File: config.mk
export PLATFORM = sky130hd
export DESIGN_NAME = min_receive_fsm
export DESIGN_NICKNAME = d
export VERILOG_FILES = /design/src/rtl/min_pkg.sv /design/src/rtl/crc32_byte.sv /design/src/rtl/min_receive_fsm.sv
export SDC_FILE = /design/constraint.sdc
export NUM_CORES = 1
export LEC_CHECK = 0
export ABC_AREA = 1
export CAP_MARGIN = 30
export CORE_ASPECT_RATIO = 0.9
export CORE_MARGIN = 10
export CORE_UTILIZATION = 51
export DETAILED_ROUTE_END_ITERATION = 7
export DONT_BUFFER_PORTS = 1
export GPL_TIMING_DRIVEN = 0
export PLACE_DENSITY = 0.66
export SETUP_SLACK_MARGIN = 0.15
export SYNTH_ARGS = -nofsm -noshare
export SYNTH_HDL_FRONTEND = slang
export SYNTH_SLANG_ARGS = --single-unit
File: constraint.sdc
create_clock -name i_clk -period 3.1 [get_ports i_clk]
set_input_delay 0.62 -clock i_clk [delete_from_list [all_inputs] [get_ports i_clk]]
set_output_delay 0.62 -clock i_clk [all_outputs]
set_load 0.005 [all_outputs]
File: src/rtl/min_pkg.sv
// Shared definitions for the MIN frame receiver and transmitter:
// framing byte values, CRC32 constants and the frame state enumeration.
package min_pkg;

  localparam logic [7:0]  SOF_BYTE   = 8'hAA;
  localparam logic [7:0]  EOF_BYTE   = 8'h55;
  localparam logic [7:0]  STUFF_BYTE = 8'h55;

  // Reflected CRC32 (IEEE 802.3) parameters.
  localparam logic [31:0] CRC_POLY   = 32'hEDB88320;
  localparam logic [31:0] CRC_INIT   = 32'hFFFFFFFF;
  localparam logic [31:0] CRC_XOROUT = 32'hFFFFFFFF;

  typedef enum logic [2:0] {
    ST_SEARCH,
    ST_ID,
    ST_LEN,
    ST_PAYLOAD,
    ST_CRC,
    ST_EOF
  } min_state_e;

endpackage

File: src/rtl/crc32_byte.sv
// Combinational one-byte update of a reflected CRC32 register
// (LSB-first, polynomial CRC_POLY). No final XOR is applied here.
module crc32_byte
  import min_pkg::*;
(
  input  logic [31:0] crc_i,
  input  logic [7:0]  data_i,
  output logic [31:0] crc_o
);

  // Fold the byte in, then run eight bit-serial division steps.
  always_comb begin
    logic [31:0] c;
    c = crc_i ^ {24'h0, data_i};
    for (int b = 0; b < 8; b++) begin
      c = c[0] ? ((c >> 1) ^ CRC_POLY) : (c >> 1);
    end
    crc_o = c;
  end

endmodule

File: src/rtl/min_receive_fsm.sv
// MIN frame receiver: hunts for the AA AA AA start marker, removes byte
// stuffing, collects ID, length, payload and CRC, and reports each frame
// as accepted (o_valid) or discarded (o_err).
// Build option: define MIN_RX_CRC_EN to check the received CRC32; without
// it the CRC bytes are consumed and every CRC is treated as good.
module min_receive_fsm
  import min_pkg::*;
#(
  parameter int unsigned MAX_PAYLOAD = 4,
  parameter int unsigned ID_WIDTH    = 6
) (
  input  logic                     i_clk,
  input  logic                     i_rst_n,
  input  logic                     i_en,
  input  logic                     i_valid,
  input  logic [7:0]               i_data,
  output logic                     o_valid,
  output logic [ID_WIDTH-1:0]      o_id,
  output logic [7:0]               o_len,
  output logic [8*MAX_PAYLOAD-1:0] o_data,
  output logic                     o_err,
  output logic                     o_busy
);

  localparam logic [7:0] MAX_LEN = 8'(MAX_PAYLOAD);

  min_state_e                       state_q, state_d;
  logic [1:0]                       aa_cnt_q, aa_cnt_d;
  logic [7:0]                       idx_q, idx_d;
  logic [7:0]                       len_q, len_d;
  logic [ID_WIDTH-1:0]              id_q, id_d;
  // Element MAX_PAYLOAD-1 sits in the MSBs and holds the first payload byte.
  logic [MAX_PAYLOAD-1:0][7:0]      pay_q, pay_d;
  logic                             valid_q, valid_d;
  logic                             err_q, err_d;
  logic [ID_WIDTH-1:0]              out_id_q, out_id_d;
  logic [7:0]                       out_len_q, out_len_d;
  logic [8*MAX_PAYLOAD-1:0]         out_data_q, out_data_d;
  logic                             take;
  logic                             crc_ok;

  assign take = i_en & i_valid;

`ifdef MIN_RX_CRC_EN
  logic [31:0] crc_q, crc_d, crc_next;
  logic [31:0] rx_crc_q, rx_crc_d;

  crc32_byte u_crc (
    .crc_i  (crc_q),
    .data_i (i_data),
    .crc_o  (crc_next)
  );

  assign crc_ok = ((crc_q ^ CRC_XOROUT) == rx_crc_q);
`else
  assign crc_ok = 1'b1;
`endif

  // Next-state and output decode for one accepted byte.
  // NOTE: every signal driven here gets a default first, so no path can leave it unassigned and infer a latch.
  always_comb begin
    state_d    = state_q;
    aa_cnt_d   = aa_cnt_q;
    idx_d      = idx_q;
    len_d      = len_q;
    id_d       = id_q;
    pay_d      = pay_q;
    valid_d    = 1'b0;
    err_d      = 1'b0;
    out_id_d   = out_id_q;
    out_len_d  = out_len_q;
    out_data_d = out_data_q;
`ifdef MIN_RX_CRC_EN
    crc_d      = crc_q;
    rx_crc_d   = rx_crc_q;
`endif

    if (take) begin
      if (i_data == SOF_BYTE && aa_cnt_q == 2'd2) begin
        // Third AA in a row: a new frame starts, whatever was in progress.
        state_d  = ST_ID;
        aa_cnt_d = 2'd0;
        idx_d    = 8'd0;
        pay_d    = '0;
`ifdef MIN_RX_CRC_EN
        crc_d    = CRC_INIT;
`endif
      end else if (i_data == STUFF_BYTE && aa_cnt_q == 2'd2 && state_q != ST_SEARCH) begin
        // Stuff byte inserted by the sender after AA AA: discard it.
        aa_cnt_d = 2'd0;
      end else begin
        aa_cnt_d = (i_data == SOF_BYTE) ? aa_cnt_q + 2'd1 : 2'd0;
        unique case (state_q)
          ST_SEARCH: state_d = ST_SEARCH;
          ST_ID: begin
            id_d    = i_data[ID_WIDTH-1:0];
            state_d = ST_LEN;
`ifdef MIN_RX_CRC_EN
            crc_d   = crc_next;
`endif
          end
          ST_LEN: begin
            len_d = i_data;
            idx_d = 8'd0;
`ifdef MIN_RX_CRC_EN
            crc_d = crc_next;
`endif
            if (i_data > MAX_LEN) begin
              err_d   = 1'b1;
              state_d = ST_SEARCH;
            end else if (i_data == 8'd0) begin
              state_d = ST_CRC;
            end else begin
              state_d = ST_PAYLOAD;
            end
          end
          ST_PAYLOAD: begin
            for (int k = 0; k < int'(MAX_PAYLOAD); k++) begin
              if (idx_q == 8'(int'(MAX_PAYLOAD) - 1 - k)) pay_d[k] = i_data;
            end
`ifdef MIN_RX_CRC_EN
            crc_d = crc_next;
`endif
            idx_d = idx_q + 8'd1;
            if (idx_q + 8'd1 == len_q) begin
              state_d = ST_CRC;
              idx_d   = 8'd0;
            end
          end
          ST_CRC: begin
`ifdef MIN_RX_CRC_EN
            rx_crc_d = {rx_crc_q[23:0], i_data};
`endif
            idx_d = idx_q + 8'd1;
            if (idx_q == 8'd3) begin
              state_d = ST_EOF;
              idx_d   = 8'd0;
            end
          end
          ST_EOF: begin
            if (i_data == EOF_BYTE && crc_ok) begin
              valid_d    = 1'b1;
              out_id_d   = id_q;
              out_len_d  = len_q;
              out_data_d = pay_q;
            end else begin
              err_d = 1'b1;
            end
            state_d = ST_SEARCH;
          end
          default: state_d = ST_SEARCH;
        endcase
      end
    end
  end

  // State, frame buffer and output registers.
  // NOTE: the payload buffer is reset along with the control state so o_data is zero out of reset and unused bytes read as zero.
  always_ff @(posedge i_clk or negedge i_rst_n) begin
    if (!i_rst_n) begin
      state_q    <= ST_SEARCH;
      aa_cnt_q   <= 2'd0;
      idx_q      <= 8'd0;
      len_q      <= 8'd0;
      id_q       <= '0;
      pay_q      <= '0;
      valid_q    <= 1'b0;
      err_q      <= 1'b0;
      out_id_q   <= '0;
      out_len_q  <= 8'd0;
      out_data_q <= '0;
`ifdef MIN_RX_CRC_EN
      crc_q      <= CRC_INIT;
      rx_crc_q   <= 32'd0;
`endif
    end else begin
      // NOTE: non-blocking assignments so every register samples the pre-edge values.
      state_q    <= state_d;
      aa_cnt_q   <= aa_cnt_d;
      idx_q      <= idx_d;
      len_q      <= len_d;
      id_q       <= id_d;
      pay_q      <= pay_d;
      valid_q    <= valid_d;
      err_q      <= err_d;
      out_id_q   <= out_id_d;
      out_len_q  <= out_len_d;
      out_data_q <= out_data_d;
`ifdef MIN_RX_CRC_EN
      crc_q      <= crc_d;
      rx_crc_q   <= rx_crc_d;
`endif
    end
  end

  assign o_valid = valid_q;
  assign o_err   = err_q;
  assign o_id    = out_id_q;
  assign o_len   = out_len_q;
  assign o_data  = out_data_q;
  assign o_busy  = (state_q != ST_SEARCH);

endmodule

After elaboration in Yosys (flattened, before gate mapping) --
Cells that the tools add are included.
Word-level totals: register bits 107, input bits 12, output and inout bits 49
Cells by class: add/subtract/negate cells 2, order comparisons 1, equal/unequal tests 15, mux-type cells 33, bitwise logic cells 3, reduce and logical (&&, ||, !) cells 21
Operators with widths (number):
- $mux 32 | 3
- $mux 8 | 8
- $reduce_and 4->1 | 7
- $pmux 8 s3 | 1
- $mux 3 | 6
- $eq 8x2->1 const B | 2
- $logic_not 8->1 | 2
- $pmux 3 s4 | 1
- $mux 1 | 10
- $reduce_bool 2->1 | 5
- $add 8x1->8 const B | 1
- $eq 8x1->1 const B | 1
- $eq 8x7->1 const B | 1
- $eq 8x8->1 | 1
- $eq 8x8->1 const B | 1
- $gt 8x3->1 const B | 1
- $eq 3x2->1 const B | 2
- $eq 3x3->1 const B | 2
- $mux 2 | 3
- $ne 3x3->1 const B | 2
- $reduce_and 5->1 | 1
- $reduce_bool 4->1 | 1
- $eq 3x1->1 const B | 1
- $logic_and 1x1->1 | 3
- 8 further kinds | 9

Longest topological paths before layout --
depth after elaboration 6, depth in mapped cells 14

Least setup slack after synthesis --
OpenSTA, ideal clock, no wires.
path type input port to flip-flop, start point input port i_data[4], end point register out_len_q[7], in the netlist o_len[7], setup time 0.117 ns, arrival 1.745 ns, required time 2.983 ns, path slack 1.237 ns, cell stages on the path 10, buffers on the path 2, path through inv_1 nand2_1 nor4_1 nand2_1 nand3_1 buf_4 buf_6 nand2_1 o21ai_1 inv_1
On the way: word-level cells in the longest chain between the ends 5
RTL lines:
- start: declaration | RTL line min_receive_fsm.sv:16 | input logic [7:0] i_data,
- $eq 8x7->1 | RTL line min_receive_fsm.sv:88, min_receive_fsm.sv:141
- $logic_and 1x1->1 (2 in a row) | RTL line min_receive_fsm.sv:88 | end else if (i_data == STUFF_BYTE && aa_cnt_q == 2'd2 && state_q != ST_SEARCH) begin
- $not 1->1 (no source line)
- $reduce_and 5->1 (no source line) *
- end signal: assignment | RTL line min_receive_fsm.sv:187 | out_len_q <= out_len_d;
- end: declaration | RTL line min_receive_fsm.sv:37 | logic [7:0] out_len_q, out_len_d;
Mark *: on every way between the ends. The rest lies on a longest branch, timed or not. A chain may end at the register's enable or synchronous reset.

Final worst setup path --
start point register idx_q[0], end point register idx_q[0]
On the way: word-level cells in the longest chain between the ends 6
RTL lines:
- start: declaration | RTL line min_receive_fsm.sv:29 | logic [7:0] idx_q, idx_d;
- start signal: assignment | RTL line min_receive_fsm.sv:180 | idx_q <= idx_d;
- $add 8x1->8 | RTL line min_receive_fsm.sv:124, min_receive_fsm.sv:125, min_receive_fsm.sv:134
- $eq 8x8->1 | RTL line min_receive_fsm.sv:125 | if (idx_q + 8'd1 == len_q) begin
- $mux 8 | RTL line min_receive_fsm.sv:125
- $pmux 8 s3 * | RTL line min_receive_fsm.sv:93 | unique case (state_q)
- $mux 8 * | RTL line min_receive_fsm.sv:88
- $mux 8 * | RTL line min_receive_fsm.sv:79 | if (i_data == SOF_BYTE && aa_cnt_q == 2'd2) begin
Mark *: on every way between the ends. The rest lies on a longest branch, timed or not. The select of a mux whose other input is x is not followed.

==> flow_metrics.env <==
export IMPL_rrSetupSlack_ns=0.93
export IMPL_dpl_cell_count=761
export IMPL_worstMarginPinSlew_ns=0.7192
export IMPL_grt_ovfl_total=0
export IMPL_holdWs_ns=-0.07927
export IMPL_slew_viol_final=0
export IMPL_cp_arrival_ns=2.49
export IMPL_die_x_um=124.6
export IMPL_route_detailed_drc=0
export IMPL_multi_input_area_mm2=0.001724
export IMPL_antenna_found_initial=0
export IMPL_ir_worst_vdd_mv=0.2975
export IMPL_post_route_min_period_ns=2.170
export IMPL_worstSkewPairLatency_ns=0.38
export IMPL_violations="hold timing"
export IMPL_via_count=3898
export IMPL_clkTransAtPathRegs_ns=0.11
export IMPL_ys_ff_latch=107
export IMPL_avgViaCountPerCell=5.017
export IMPL_cts_num_sinks=107
export IMPL_grt_max_degree=108
export IMPL_cts_buffers=9
export IMPL_avgSynthCellArea_um2=7.909
export IMPL_hold_violations=107
export IMPL_start_util=0.5201
export IMPL_hp_class="in -> async"
export IMPL_io_buffers=0
export IMPL_endpoint_kind="flip-flop"
export IMPL_n_antenna_cell=0
export IMPL_grt_pass1_vias=3780
export IMPL_num_io_pins=61
export IMPL_final_cells=777
export IMPL_coreArea_mm2=0.009657
export IMPL_fin_skew_ns=0.009365
export IMPL_cts_resized=0
export IMPL_power_density_mw_per_mm2=438.3
export IMPL_fin_ws_ns=0.9305
export IMPL_post_drt_wl_per_cell_um=14.81
export IMPL_finalPower_mw=2.358
export IMPL_crit_fanout=8
export IMPL_h_tree_depth=3
export IMPL_worst_ep_required_time_ns=3.42
export IMPL_crit_type="reg -> reg"
export IMPL_setup_tns_ns=0
export IMPL_r2r_end="idx_q[0]$_DFFE_PN0P_"
export IMPL_drt_wl_total_mm=11.51
export IMPL_cts_root_buf="clkbuf_8"
export IMPL_cts_buffer_depth=2
export IMPL_hpwl_mm=8.248
export IMPL_ff_latch_area_mm2=0.002678
export IMPL_rows=34
export IMPL_max_slew_margin=0.5173
export IMPL_max_freq_mhz=460.9
export IMPL_nets=663
export IMPL_cts_setup_buffers=0
export IMPL_grt_usage=0.1640
export IMPL_setup_viol=0
export IMPL_fp_dieArea_mm2=0.01422
export IMPL_r2r_start="idx_q[0]$_DFFE_PN0P_"
export IMPL_antenna_left=0
export IMPL_rsz0062_at_grt="false"
export IMPL_rr_worst_depth=13
export IMPL_fp_dieH_um=114.1
export IMPL_gp_congestion=0.8401
export IMPL_drt_iter0_drc=318
export IMPL_start_kind="flip-flop"
export IMPL_cts_tree="yes"
export IMPL_drtPass1Iterations=6
export IMPL_drive_gt1_frac=0.06759
export IMPL_p_leak_nw=2.704
export IMPL_syn_inst=635
export IMPL_fin_crit_sh=0.6998
export IMPL_syn_nets=652
export IMPL_nFillCells=915
export IMPL_synth_distinct_cells=26
export IMPL_max_cap_violations=0
export IMPL_ys_seq_area_frac=0.5331
export IMPL_dp_slack_ns=0.6461
export IMPL_area_growth_syn_to_layout_pct=7.125
export IMPL_layout_common_cells="nand2_1, inv_1, dfrtp_1"
export IMPL_grt_pass1_wl_mm=19.11
export IMPL_syn_area_mm2=0.005022
export IMPL_status="finished with violations"
export IMPL_final_common_cell="nand2_1"
export IMPL_yosysWarnings=0
## synth_stat cells
cell type    n  share of area
buf_6        8          0.018
nor4_1       2         0.0025
o21bai_1     1         0.0015
nand3_1     25          0.025
clkbuf_2     1         0.0010
clkbuf_1     1        0.00075
nor2_1      29          0.022
nand4_1      4         0.0050
dfrtp_1    107           0.53
inv_1      126          0.094
nor4_4       1         0.0042
nor2_2       2         0.0025
nor3_1       5         0.0050
a21oi_1      4         0.0040
nand3b_1     3         0.0045
o21ai_1     48          0.048
a211oi_1     1         0.0015
buf_4        1         0.0015
buf_2        6         0.0060
xnor2_1      1         0.0017
o21ai_0     48          0.048
xor2_1       1         0.0017
inv_2        3         0.0022
nand2_1    195           0.15
nand2_2      7         0.0087
ha_1         5          0.012
## sequential cells by signal (all words and copies together), names as in the netlist
name      flops
o_data       32
pay_q        32
idx_q         8
len_q         8
o_len         8
id_q          6
o_id          6
state_q       3
aa_cnt_q      2
o_err         1
o_valid       1
## report_power, final
part	internal, mW	switching (mW)	leakage, nW
combinational	0.0137	0.0373	1.36
sequential	1.41	0.00971	1.24
clock	0.384	0.500	0.103
total	1.81	0.547	2.70
## worst max-delay path by stage
stage                          from  cells after the start  slack (ns)                    to
3_5_place_dp              i_data[6]                     10        0.65  o_len[5]$_DFFE_PN0P_
5_1_grt        idx_q[0]$_DFFE_PN0P_                     13        0.67  idx_q[1]$_DFFE_PN0P_
2_1_floorplan             i_data[4]                     10        1.24  o_len[7]$_DFFE_PN0P_
3_3_place_gp              i_data[4]                     10        0.67  o_len[5]$_DFFE_PN0P_
6_report       idx_q[0]$_DFFE_PN0P_                     13        0.93  idx_q[0]$_DFFE_PN0P_
4_1_cts        idx_q[0]$_DFFE_PN0P_                     13        0.95  idx_q[0]$_DFFE_PN0P_
## cell families (layout without fill, tap and decap cells)
logic type | count (synthesis) | in the layout | synth area share
buf+inv | 146 | 162 | 0.1236
fa+ha+maj | 5 | 5 | 0.01246
flops | 107 | 107 | 0.5331
xor+xnor | 2 | 2 | 0.003488
compound gates | 102 | 102 | 0.1026
simple gates | 273 | 273 | 0.2247
## per-layer routing
metal  global-route usage  up-vias  part of all wire
met5                    0        -                 0
met4              0.05275        0             0.019
li1                     -     1954                 -
met1               0.2077     1849              0.46
met3              0.04676       17             0.057
met2               0.2662       78              0.47
## final cells by class
type,instances,share of cell area
clock buffers,10,0.02372
multi-input cells,382,0.3205
clock inverters,6,0.01349
flip-flops and latches,107,0.4977
inverters,129,0.09000
plain buffers,17,0.02535
well taps,126,0.02930
## stage by stage
step,area (um2),util
6_report,5380,0.5571
5_1_grt,5380,0.5571
3_3_place_gp,5180,0.5364
3_5_place_dp,5180,0.5364
2_1_floorplan,5022,-
4_1_cts,5380,0.5571
## worst max-delay path: stages (launching register included)
cell and delay, ns:
dfrtp_1 0.48, ha_1 0.31, nand2_1 0.13, nor2_1 0.20, nand2_1 0.10, nand2_1 0.07, nand2_1 0.07, nor2_1 0.10
nor2_1 0.06, nand3_1 0.10, nand2_1 0.06, nand2_1 0.27, nand2_1 0.10, nand2_1 0.08
Power figures use the tool's default switching activity.
